==> src/rtl/alu_result_buffer.sv <==
// rtl/alu_result_buffer.sv - FIFO result buffer between the ALU and writeback
//
// Captures each registered ALU result {result, carry, opcode} into a DEPTH-entry
// first-word-fall-through FIFO and presents the head entry over a valid/ready
// handshake. Results arriving while the FIFO is full and the consumer is not
// popping are dropped; a sticky overflow flag and a saturating counter record them.
//
// Optional feature macro: ALU_RESULT_BUFFER_FLAGS_EN
//   defined   : each entry also stores {sign, zero} of the result, shown on out_flags
//   undefined : no flag storage, out_flags tied to 2'b00
//
// Ports:
//   clk, rst_n                      clock, asynchronous active-low reset
//   alu_valid/result/carry/opcode   incoming ALU result (no stall possible)
//   out_valid/ready                 head-entry handshake
//   out_result/carry/opcode/flags   head entry (combinational read)
//   count, full                     occupancy status
//   overflow, drop_cnt              sticky drop flag, saturating drop counter

module alu_result_buffer #(
    parameter int DEPTH = 4,
    parameter int CNT_W = 8
) (
    input  logic                       clk,
    input  logic                       rst_n,
    input  logic                       alu_valid,
    input  logic [31:0]                alu_result,
    input  logic                       alu_carry,
    input  logic [3:0]                 alu_opcode,
    output logic                       out_valid,
    input  logic                       out_ready,
    output logic [31:0]                out_result,
    output logic                       out_carry,
    output logic [3:0]                 out_opcode,
    output logic [1:0]                 out_flags,
    output logic [$clog2(DEPTH):0]     count,
    output logic                       full,
    output logic                       overflow,
    output logic [CNT_W-1:0]           drop_cnt
);

    localparam int PTR_W = $clog2(DEPTH);
    localparam logic [PTR_W:0] FULL_CNT = (PTR_W+1)'(DEPTH);

    // Storage (not reset)
    logic [31:0] mem_result_q [DEPTH];
    logic        mem_carry_q  [DEPTH];
    logic [3:0]  mem_opcode_q [DEPTH];

    logic [PTR_W-1:0] wr_ptr_q, wr_ptr_d;
    logic [PTR_W-1:0] rd_ptr_q, rd_ptr_d;
    logic [PTR_W:0]   count_q, count_d;
    logic             overflow_q, overflow_d;
    logic [CNT_W-1:0] drop_cnt_q, drop_cnt_d;

    logic push;
    logic pop;
    logic drop;

    assign out_valid = (count_q != '0);
    assign full      = (count_q == FULL_CNT);
    assign count     = count_q;
    assign overflow  = overflow_q;
    assign drop_cnt  = drop_cnt_q;

    // A pop frees a slot on the same edge, so a full FIFO still accepts a push
    // whenever the consumer is taking the head entry.
    assign pop  = out_valid && out_ready;
    assign push = alu_valid && (!full || pop);
    assign drop = alu_valid && full && !out_ready;

    assign out_result = mem_result_q[rd_ptr_q];
    assign out_carry  = mem_carry_q[rd_ptr_q];
    assign out_opcode = mem_opcode_q[rd_ptr_q];

    always_comb begin
        wr_ptr_d   = wr_ptr_q;
        rd_ptr_d   = rd_ptr_q;
        count_d    = count_q;
        overflow_d = overflow_q;
        drop_cnt_d = drop_cnt_q;

        if (push) begin
            wr_ptr_d = wr_ptr_q + PTR_W'(1);
        end
        if (pop) begin
            rd_ptr_d = rd_ptr_q + PTR_W'(1);
        end

        case ({push, pop})
            2'b10:   count_d = count_q + (PTR_W+1)'(1);
            2'b01:   count_d = count_q - (PTR_W+1)'(1);
            default: count_d = count_q;
        endcase

        if (drop) begin
            overflow_d = 1'b1;
            if (drop_cnt_q != {CNT_W{1'b1}}) begin
                drop_cnt_d = drop_cnt_q + CNT_W'(1);
            end
        end
    end

    always_ff @(posedge clk or negedge rst_n) begin
        if (!rst_n) begin
            wr_ptr_q   <= '0;
            rd_ptr_q   <= '0;
            count_q    <= '0;
            overflow_q <= 1'b0;
            drop_cnt_q <= '0;
        end else begin
            wr_ptr_q   <= wr_ptr_d;
            rd_ptr_q   <= rd_ptr_d;
            count_q    <= count_d;
            overflow_q <= overflow_d;
            drop_cnt_q <= drop_cnt_d;
        end
    end

    always_ff @(posedge clk) begin
        if (push) begin
            mem_result_q[wr_ptr_q] <= alu_result;
            mem_carry_q[wr_ptr_q]  <= alu_carry;
            mem_opcode_q[wr_ptr_q] <= alu_opcode;
        end
    end

`ifdef ALU_RESULT_BUFFER_FLAGS_EN
    logic [1:0] mem_flags_q [DEPTH];

    // {sign, zero} computed once at push time
    always_ff @(posedge clk) begin
        if (push) begin
            mem_flags_q[wr_ptr_q] <= {alu_result[31], (alu_result == 32'd0)};
        end
    end

    assign out_flags = mem_flags_q[rd_ptr_q];
`else
    assign out_flags = 2'b00;
`endif

endmodule

==> config.mk <==
export PLATFORM = sky130hd
export DESIGN_NAME = alu_result_buffer
export DESIGN_NICKNAME = d
export VERILOG_FILES = /design/src/rtl/alu_result_buffer.sv
export SDC_FILE = /design/constraint.sdc
export NUM_CORES = 1
export LEC_CHECK = 0
export CAP_MARGIN = 20
export CORE_MARGIN = 1.5
export CORE_UTILIZATION = 30
export CTS_BUF_LIST = sky130_fd_sc_hd__clkbuf_4
export CTS_CLUSTER_DIAMETER = 30
export DETAILED_ROUTE_END_ITERATION = 6
export PLACE_DENSITY_LB_ADDON = 0.2
export SLEW_MARGIN = 10
export SYNTH_ARGS = -nofsm -noshare
export SYNTH_HDL_FRONTEND = slang
export SYNTH_SLANG_ARGS = --single-unit
==> constraint.sdc <==
create_clock -name clk -period 3.1 [get_ports clk]
set_input_delay 0.465 -clock clk [delete_from_list [all_inputs] [get_ports clk]]
set_output_delay 0.465 -clock clk [all_outputs]
set_load 0.01 [all_outputs]
Word-level counts from Yosys, hierarchy flattened:

Memories as Yosys holds them, arrays and structs flattened.
Cells that the tools add are included.

* register bits after elaboration: 16
* word-level logic and storage cells: 30
* output and inout bits: 53
* bits in writable memories: 148
* memories kept: 3

Memories
* mem_result_q: depth 4, bits a word 32, rd ports 1, clocked after Yosys merged registers in 0, wr ports 1, line 46 `logic [31:0] mem_result_q [DEPTH];`
* mem_opcode_q: depth 4, bits a word 4, rd ports 1, clocked after Yosys merged registers in 0, wr ports 1, line 48 `logic [3:0] mem_opcode_q [DEPTH];`
* mem_carry_q: depth 4, bits a word 1, rd ports 1, clocked after Yosys merged registers in 0, wr ports 1, line 47 `logic mem_carry_q [DEPTH];`

* reduce and logical (&&, ||, !) cells: 10
* mux-type cells: 3
* equal/unequal tests: 4
* add/subtract/negate cells: 5

Operators by type and width (number)
* adder 8 x 1 -> 8 bit (second input constant): 1
* inequality test 8 bit (second input constant): 1
* one-hot mux 3 bit (2 select lines): 1
* adder 2 x 1 -> 2 bit (second input constant): 2
* logical AND 1 bit: 4
* adder 3 x 1 -> 3 bit (second input constant): 1
* equality test 3 bit (second input constant): 1
* nonzero test 3 bit: 1
* subtractor 3 x 1 -> 3 bit (second input constant): 1
* equality test 2 x 1 -> 1 bit (second input constant): 1
* equality test 2 bit (second input constant): 1
* logical NOT 1 bit: 2
* two-way mux 1 bit: 2
* AND reduction 2 bit: 1
* nonzero test 2 bit: 1
* logical OR 1 bit: 1

Logic depth before layout (Yosys ltp):

Gate-level depths: netlist (run 1).

* depth in word-level cells: 6
* gate-level depth with buffers: 8

Worst setup path before layout (run 1):

No wires, ideal clock.

* path kind: input-to-reg
* start: input alu_valid
* end: memory mem_carry_q[0] (enable)
* required time: 2702 ps
* setup time: 398 ps
* slack: 717 ps
* stages on the path: 4
* arrival: 1985 ps
* path through: buf_2 -> inv_1 -> nor2_1 -> and2_1

* longest elaborated chain between the ends: 3

RTL lines
* from (decl): line 26 `input logic alu_valid,`
* logical AND 1 bit: line 69 `assign push = alu_valid && (!full || pop);`
* two-way mux 1 bit: line 121 `if (push) begin`
* two-way mux 1 bit (not written as such): line 123 `mem_carry_q[wr_ptr_q] <= alu_carry;`
* to (decl): line 47

Every way passes these cells.

Final worst setup path (run 1):

* start: register rd_ptr_q[1]
* end: output out_result[11]

* longest elaborated chain between the ends: 1

RTL lines
* from (decl): line 51 `logic [PTR_W-1:0] rd_ptr_q, rd_ptr_d;`
* from (signal assigned): line 113 `rd_ptr_q <= rd_ptr_d;`
* memory read (4 x 32 bit)
* to (decl): line 32 `output logic [31:0] out_result,`

Every way passes these cells.

==> summary.md, run 1 <==
- 39 — Distinct cells, synth
- 0.15 ns — clock-pin slew of the registers on the worst-case setup and hold paths
- edfxtp_1 — dominant synthesized flop cell
- register — type of element launching the critical path
- 0.3484 ns — minimum hold slack
- 875.2 mW/mm^2 — power density relative to cell area
- 164 — flop and latch count out of synthesis
- 0.02183 sq mm — Die Area
- 4 — Register-to-Register Path Depth
- 148 — number of enable-type register cells in the synthesized netlist
- 0.4889 — Max-Slew Margin vs Limit
- clkbuf_4 — buffer cell driving the clock tree root
- 4 — maximum level of the CTS H-tree
- 289 — cells after synthesis
- 0.4163 ns — worst slack at placement
- 2.634 nW — leak pwr
- 0.7642 ns — transition time at the pin with the least slew margin
- 91 — number of I/O port buffers
- 0.7705 — sequential share of the synthesized area
- 2.886 ns — shortest period the worst path allows
- finished clean — status
- 0.1174 — global-route total usage across every layer
- 164 — total clock sinks
- 0.09756 — Async S/R FF share, synth
- 0.2313 — layout cells sized above 1
- register to output pin — critical path start-end classification
- 0 — Final Slew Violations
- 0.3409 mV — peak ir drop on the vdd network
- false — unrepaired setup endpoints after global routing
- 0.2136 ns — final setup margin
- 12150 um — Detailed Route WL
- 346.5 MHz — highest clock rate
- 0 — Synth Warn #
- 0 — DRC
- 3095 — overall via count from detail_route
- 0 — Setup violations, final
- done — CTS tree
- 0 — residual overflow from global routing
- 2.42 ns — critical path arrival
- 7934 um — DP HPWL
- 6.959 mW — post-layout power
- 38 — pin count of the biggest net entering global routing
- 94 — I/O pin count
- 0.54 ns — Clock Latency Late Sink
- 2.63 ns — data required time at the worst endpoint
- 0.9311 — Final Cycle Share
- 17 — TritonCTS buffer count
- 147.8 um — vertical die dimension
- 17.72 um — post-detailed-route wirelength per cell
- output pin — type of destination of the critical path
- 0.02036 sq mm — core area
- 449 — Final #Nets
- 18850 um — first-pass GRT wire length
- 3290 — number of global-route vias before repair
- 0 — number of hold violations in the final report
- 2 — Max clock buf depth
- 21.76 sq um — average footprint of a synthesized cell
- 52 — number of placement rows
- 1 — initial antenna violation count
- 26.47% — Area growth, synth to finish
- 0 — total of max-cap violations
- 0.3905 — final core utilization
- 0.02815 ns — Clock Skews
- 20 — top fanout value on the critical path
- 0.3087 — initial cell density of the core
- 158 — number of design-rule violations left by the first detailed-router iteration
- input pin to async pin — class of the tightest hold or removal check
- 147.8 um — horizontal die dimension
- 0.7338 — final RePlAce weighted congestion
- 4.512 — drt via density
- 0 — Antenna Nets Post-Route
- 6 — drt first pass iters
- 0.006287 sq mm — post-synthesis instance area
- 0 ns — final setup TNS
## layout by cell type, fill, tap and decap left out, types with 3 or more instances in the layout
cell type        count
mux4_2              37
buf_4                7
clkbuf_4            17
ha_1                 5
nand2_1              9
edfxtp_1           148
clkinv_4             3
clkinvlp_4           3
xnor2_1              5
a31oi_1              3
a21oi_1              4
nor2_1               6
inv_1                9
and2_2               4
clkdlybuf4s50_1     91
buf_12               6
nand3_1              3
dfrtp_1             14
## where the power goes
part / internal [mW] / total (mW) / switching [mW]
registers: 2.90 / 3.15 / 0.251
clock network: 0.483 / 1.23 / 0.742
logic: 1.47 / 2.58 / 1.12
## worst paths after layout
check	from	endpoint	slack, ns
max	rd_ptr_q[1]	out_result[11]	0.21
min	rst_n	overflow	0.35
max reg2reg	count[2]	mem_result_q[3][18]	1.02
min reg2reg	overflow	overflow	0.50
max in group asynchronous	rst_n	rd_ptr_q[0]	2.18
min in group clk	overflow	overflow	0.50
## through the flow
| stage | cell area, sq um | std cells |
|---|---|---|
| 4_1_cts | 7926 | 682 |
| 5_1_grt | 7951 | 686 |
| 3_5_place_dp | 7629 | 649 |
| 3_3_place_gp | 7629 | 649 |
| 6_report | 7951 | 686 |
| 2_1_floorplan | 6291 | 290 |
## sequential cells by signal, summed over array words and instances, names as in the netlist
name / cells
drop_cnt: 8
mem_carry_q: 4
count: 3
wr_ptr_q: 2
mem_opcode_q: 16
mem_result_q: 128
rd_ptr_q: 2
overflow: 1
## critical path, stage by stage (launching register included)
cell             delay, ns
dfrtp_2               0.77
buf_12                0.25
mux4_2                0.35
clkdlybuf4s50_1       0.50
## cells by family (layout without fill, tap and decap cells)
group                    Yosys count  in the layout  synth area share
other                              1              3         0.0005964
AND/OR/NAND/NOR                   33             33           0.03124
XOR/XNOR                           7              7          0.009751
AO/OA/AOI/OAI                     16             16           0.01811
flip-flops                       164            164            0.7705
buffers and inverters             21            146           0.01672
multiplexers                      41             41            0.1399
adder cells (fa/ha/maj)            6              6           0.01313
## cell type report
cell class	count	area [sq um]
Timing Repair Buffer	105	1099
Sequential cell	164	4850
Clock inverter	15	155.1
Fill cell	1847	12410
Antenna cell	1	2.502
Inverter	9	33.78
Multi-Input combinational cell	105	1346
Clock buffer	17	127.6
Tap cell	270	337.8
## timing repair
| action | in CTS | in global routing |
|---|---|---|
| setup buffers | 1 | 3 |
| hold buffers | 0 | 0 |
| endpoints found under the setup margin | 19 | 2 |
| resized for setup | 0 | 0 |
| endpoints found under the hold margin | 0 | 0 |
## routing by layer
layer,share of wire,wire [um],vias to the layer above,GRT usage
met5,0,0,-,0
li1,-,-,1407,-
met2,0.50,6019,79,0.1876
met3,0.068,828,7,0.04784
met4,0.0094,114,0,0.03600
met1,0.43,5190,1602,0.1460
## Yosys cell counts, types with 4 or more instances
cell type | number | area share
nor2_1 | 6 | 0.0036
dfrtp_1 | 16 | 0.064
ha_1 | 5 | 0.010
xnor2_1 | 5 | 0.0070
and2_1 | 4 | 0.0040
nand2_1 | 9 | 0.0054
buf_2 | 6 | 0.0048
inv_1 | 9 | 0.0054
edfxtp_1 | 148 | 0.71
mux4_2 | 37 | 0.13
a21oi_1 | 4 | 0.0032
No activity file was read; power rests on OpenSTA's default activity.
==> inputs of run 2 (changes only) <==
--- a/config.mk
+++ b/config.mk
@@ -11,7 +11,7 @@
 export CTS_BUF_LIST = sky130_fd_sc_hd__clkbuf_4
 export CTS_CLUSTER_DIAMETER = 30
 export DETAILED_ROUTE_END_ITERATION = 6
-export PLACE_DENSITY_LB_ADDON = 0.2
+export REMOVE_ABC_BUFFERS = 1
 export SLEW_MARGIN = 10
 export SYNTH_ARGS = -nofsm -noshare
 export SYNTH_HDL_FRONTEND = slang
==> summary.md, run 2 (synthesized netlist as in run 1, its figures left out) <==
- 0 — antenna fix cells
- false — unrepaired setup endpoints after global routing
- 132 — number of design-rule violations left by the first detailed-router iteration
- 0.02183 sq mm — Die Area
- 4 — maximum level of the CTS H-tree
- 0 — total of max-cap violations
- register — type of element launching the critical path
- 2 — Max clock buf depth
- 0.5161 — Max-Slew Margin vs Limit
- 18790 um — first-pass GRT wire length
- 1835 — filler cell count
- 147.8 um — vertical die dimension
- done — CTS tree
- 0.9096 — Final Cycle Share
- 0 — residual overflow from global routing
- 0.2802 ns — final setup margin
- 0 — DRC
- 686 — fin cells
- 0 — Final Slew Violations
- 0.3903 — final core utilization
- 3086 — overall via count from detail_route
- 0.02036 sq mm — core area
- met2 — layer with the highest usage after global routing
- 2.35 ns — critical path arrival
- 94 — I/O pin count
- 17 — TritonCTS buffer count
- 0.1169 — global-route total usage across every layer
- 147.8 um — horizontal die dimension
- 0.3684 ns — minimum hold slack
- 0.53 ns — Clock Latency Late Sink
- 2.641 nW — leak pwr
- 0 — number of hold violations in the final report
- mem_result_q — largest register by flop count
- 2.63 ns — data required time at the worst endpoint
- 0.1389 — GR Util met1
- 874.8 mW/mm^2 — power density relative to cell area
- 0 — Antenna Nets Post-Route
- 2 — initial antenna violation count
- 647 — number of cells in the design after placement
- 3430 — number of global-route vias before repair
- 0.01374 ns — Clock Skews
- register to output pin — critical path start-end classification
- finished clean — status
- 354.6 MHz — highest clock rate
- 0 — quantity of gates resized following cts
- 128 — flip-flop count of the largest register after layout
- 0.11 ns — clock-pin slew of the registers on the worst-case setup and hold paths
- input pin to async pin — class of the tightest hold or removal check
- 0.2380 — layout cells sized above 1
- 0.7236 ns — transition time at the pin with the least slew margin
- output pin — type of destination of the critical path
- 164 — total clock sinks
- 14 — top fanout value on the critical path
- clkbuf_4 — buffer cell driving the clock tree root
- 7 — drt first pass iters
- 0.5445 ns — worst slack at placement
- 91 — number of I/O port buffers
- 0 — Setup violations, final
- 0 ns — final setup TNS
- 26.43% — Area growth, synth to finish
- 17.64 um — post-detailed-route wirelength per cell
- 0.05278 — met3 track demand over resource
- 7717 um — DP HPWL
- 2.820 ns — shortest period the worst path allows
- edfxtp_1 — commonest non-fill, non-tap cell in the layout
- 148 x edfxtp_1, 91 x clkdlybuf4s50_1, 37 x mux4_2 — commonest cells after routing, fill and taps aside
- 4.499 — drt via density
- 0.1925 — met2 capacity usage during global routing
- 0.3796 mV — peak ir drop on the vdd network
- 12100 um — Detailed Route WL
- 0.7880 — final RePlAce weighted congestion
- 38 — pin count of the biggest net entering global routing
- 453 — Final #Nets
- 52 — number of placement rows
- 0.3087 — initial cell density of the core
[run 2: cell count changes in the layout (fill, tap and decap cells not counted), sizes merged]
cell,change
buf,+4
clkbuf,+3
clkinv,-3
inv,-3
diode,-1
[run 2: what timing repair did]
item                                    CTS  global route
buffers inserted                          0            10
endpoints found under the setup margin    0             3
hold buffers                              0             0
[run 2: worst max-delay path: stages (launching register included)]
cell and delay (ns):
dfrtp_4 0.57, buf_12 0.21, mux4_2 0.56, clkdlybuf4s50_1 0.50
[run 2: final timing paths]
path / start / endpoint / slack (ns) / depth (start not counted)
worst min register to register: overflow / overflow / 0.49 / 1
worst min-delay path: rst_n / overflow / 0.37 / 1
min in group clk: overflow / overflow / 0.49 / 1
max in group asynchronous: rst_n / rd_ptr_q[0] / 2.20 / 1
worst max register to register: count[0] / count[1] / 1.09 / 7
worst max-delay path: rd_ptr_q[0] / out_result[6] / 0.28 / 3
[run 2: area by class of cell]
type / count / area (sq um) / share of cell area
Multi-Input combinational cell: 105 / 1346 / 0.1694
Inverter: 9 / 33.78 / 0.004250
Timing Repair Buffer: 109 / 1121 / 0.1410
Tap cell: 270 / 337.8 / 0.04250
Sequential cell: 164 / 4850 / 0.6101
Clock inverter: 9 / 110.1 / 0.01385
Clock buffer: 20 / 150.1 / 0.01889
[run 2: metrics by stage]
step	power, mW	instance area [sq um]
after floorplan	4.440	6220
after global placement	5.758	7614
after detailed placement	5.803	7614
after CTS	6.983	7874
after global routing	7.344	7949
final	6.954	7949
[run 2: per-layer routing]
layer	vias up	share of wire
met2	76	0.51
met1	1590	0.41
li1	1410	-
met3	8	0.077
met5	-	0.00091
met4	2	0.0079
[run 2: power breakdown]
| group | leakage, nW | switching, mW | internal (mW) | total (mW) |
|---|---|---|---|---|
| Sequential | 1.55 | 0.253 | 2.90 | 3.15 |
| Clock | 0.137 | 0.676 | 0.492 | 1.17 |
| Combinational | 0.957 | 1.12 | 1.51 | 2.63 |
==> inputs of run 3 (changes only) <==
--- a/config.mk
+++ b/config.mk
@@ -11,6 +11,7 @@
 export CTS_BUF_LIST = sky130_fd_sc_hd__clkbuf_4
 export CTS_CLUSTER_DIAMETER = 30
 export DETAILED_ROUTE_END_ITERATION = 6
+export GPL_ROUTABILITY_DRIVEN = 0
 export REMOVE_ABC_BUFFERS = 1
 export SLEW_MARGIN = 10
 export SYNTH_ARGS = -nofsm -noshare
==> results of run 3 <==
The final DEF is identical to that of run 2; final timing and power are the same.
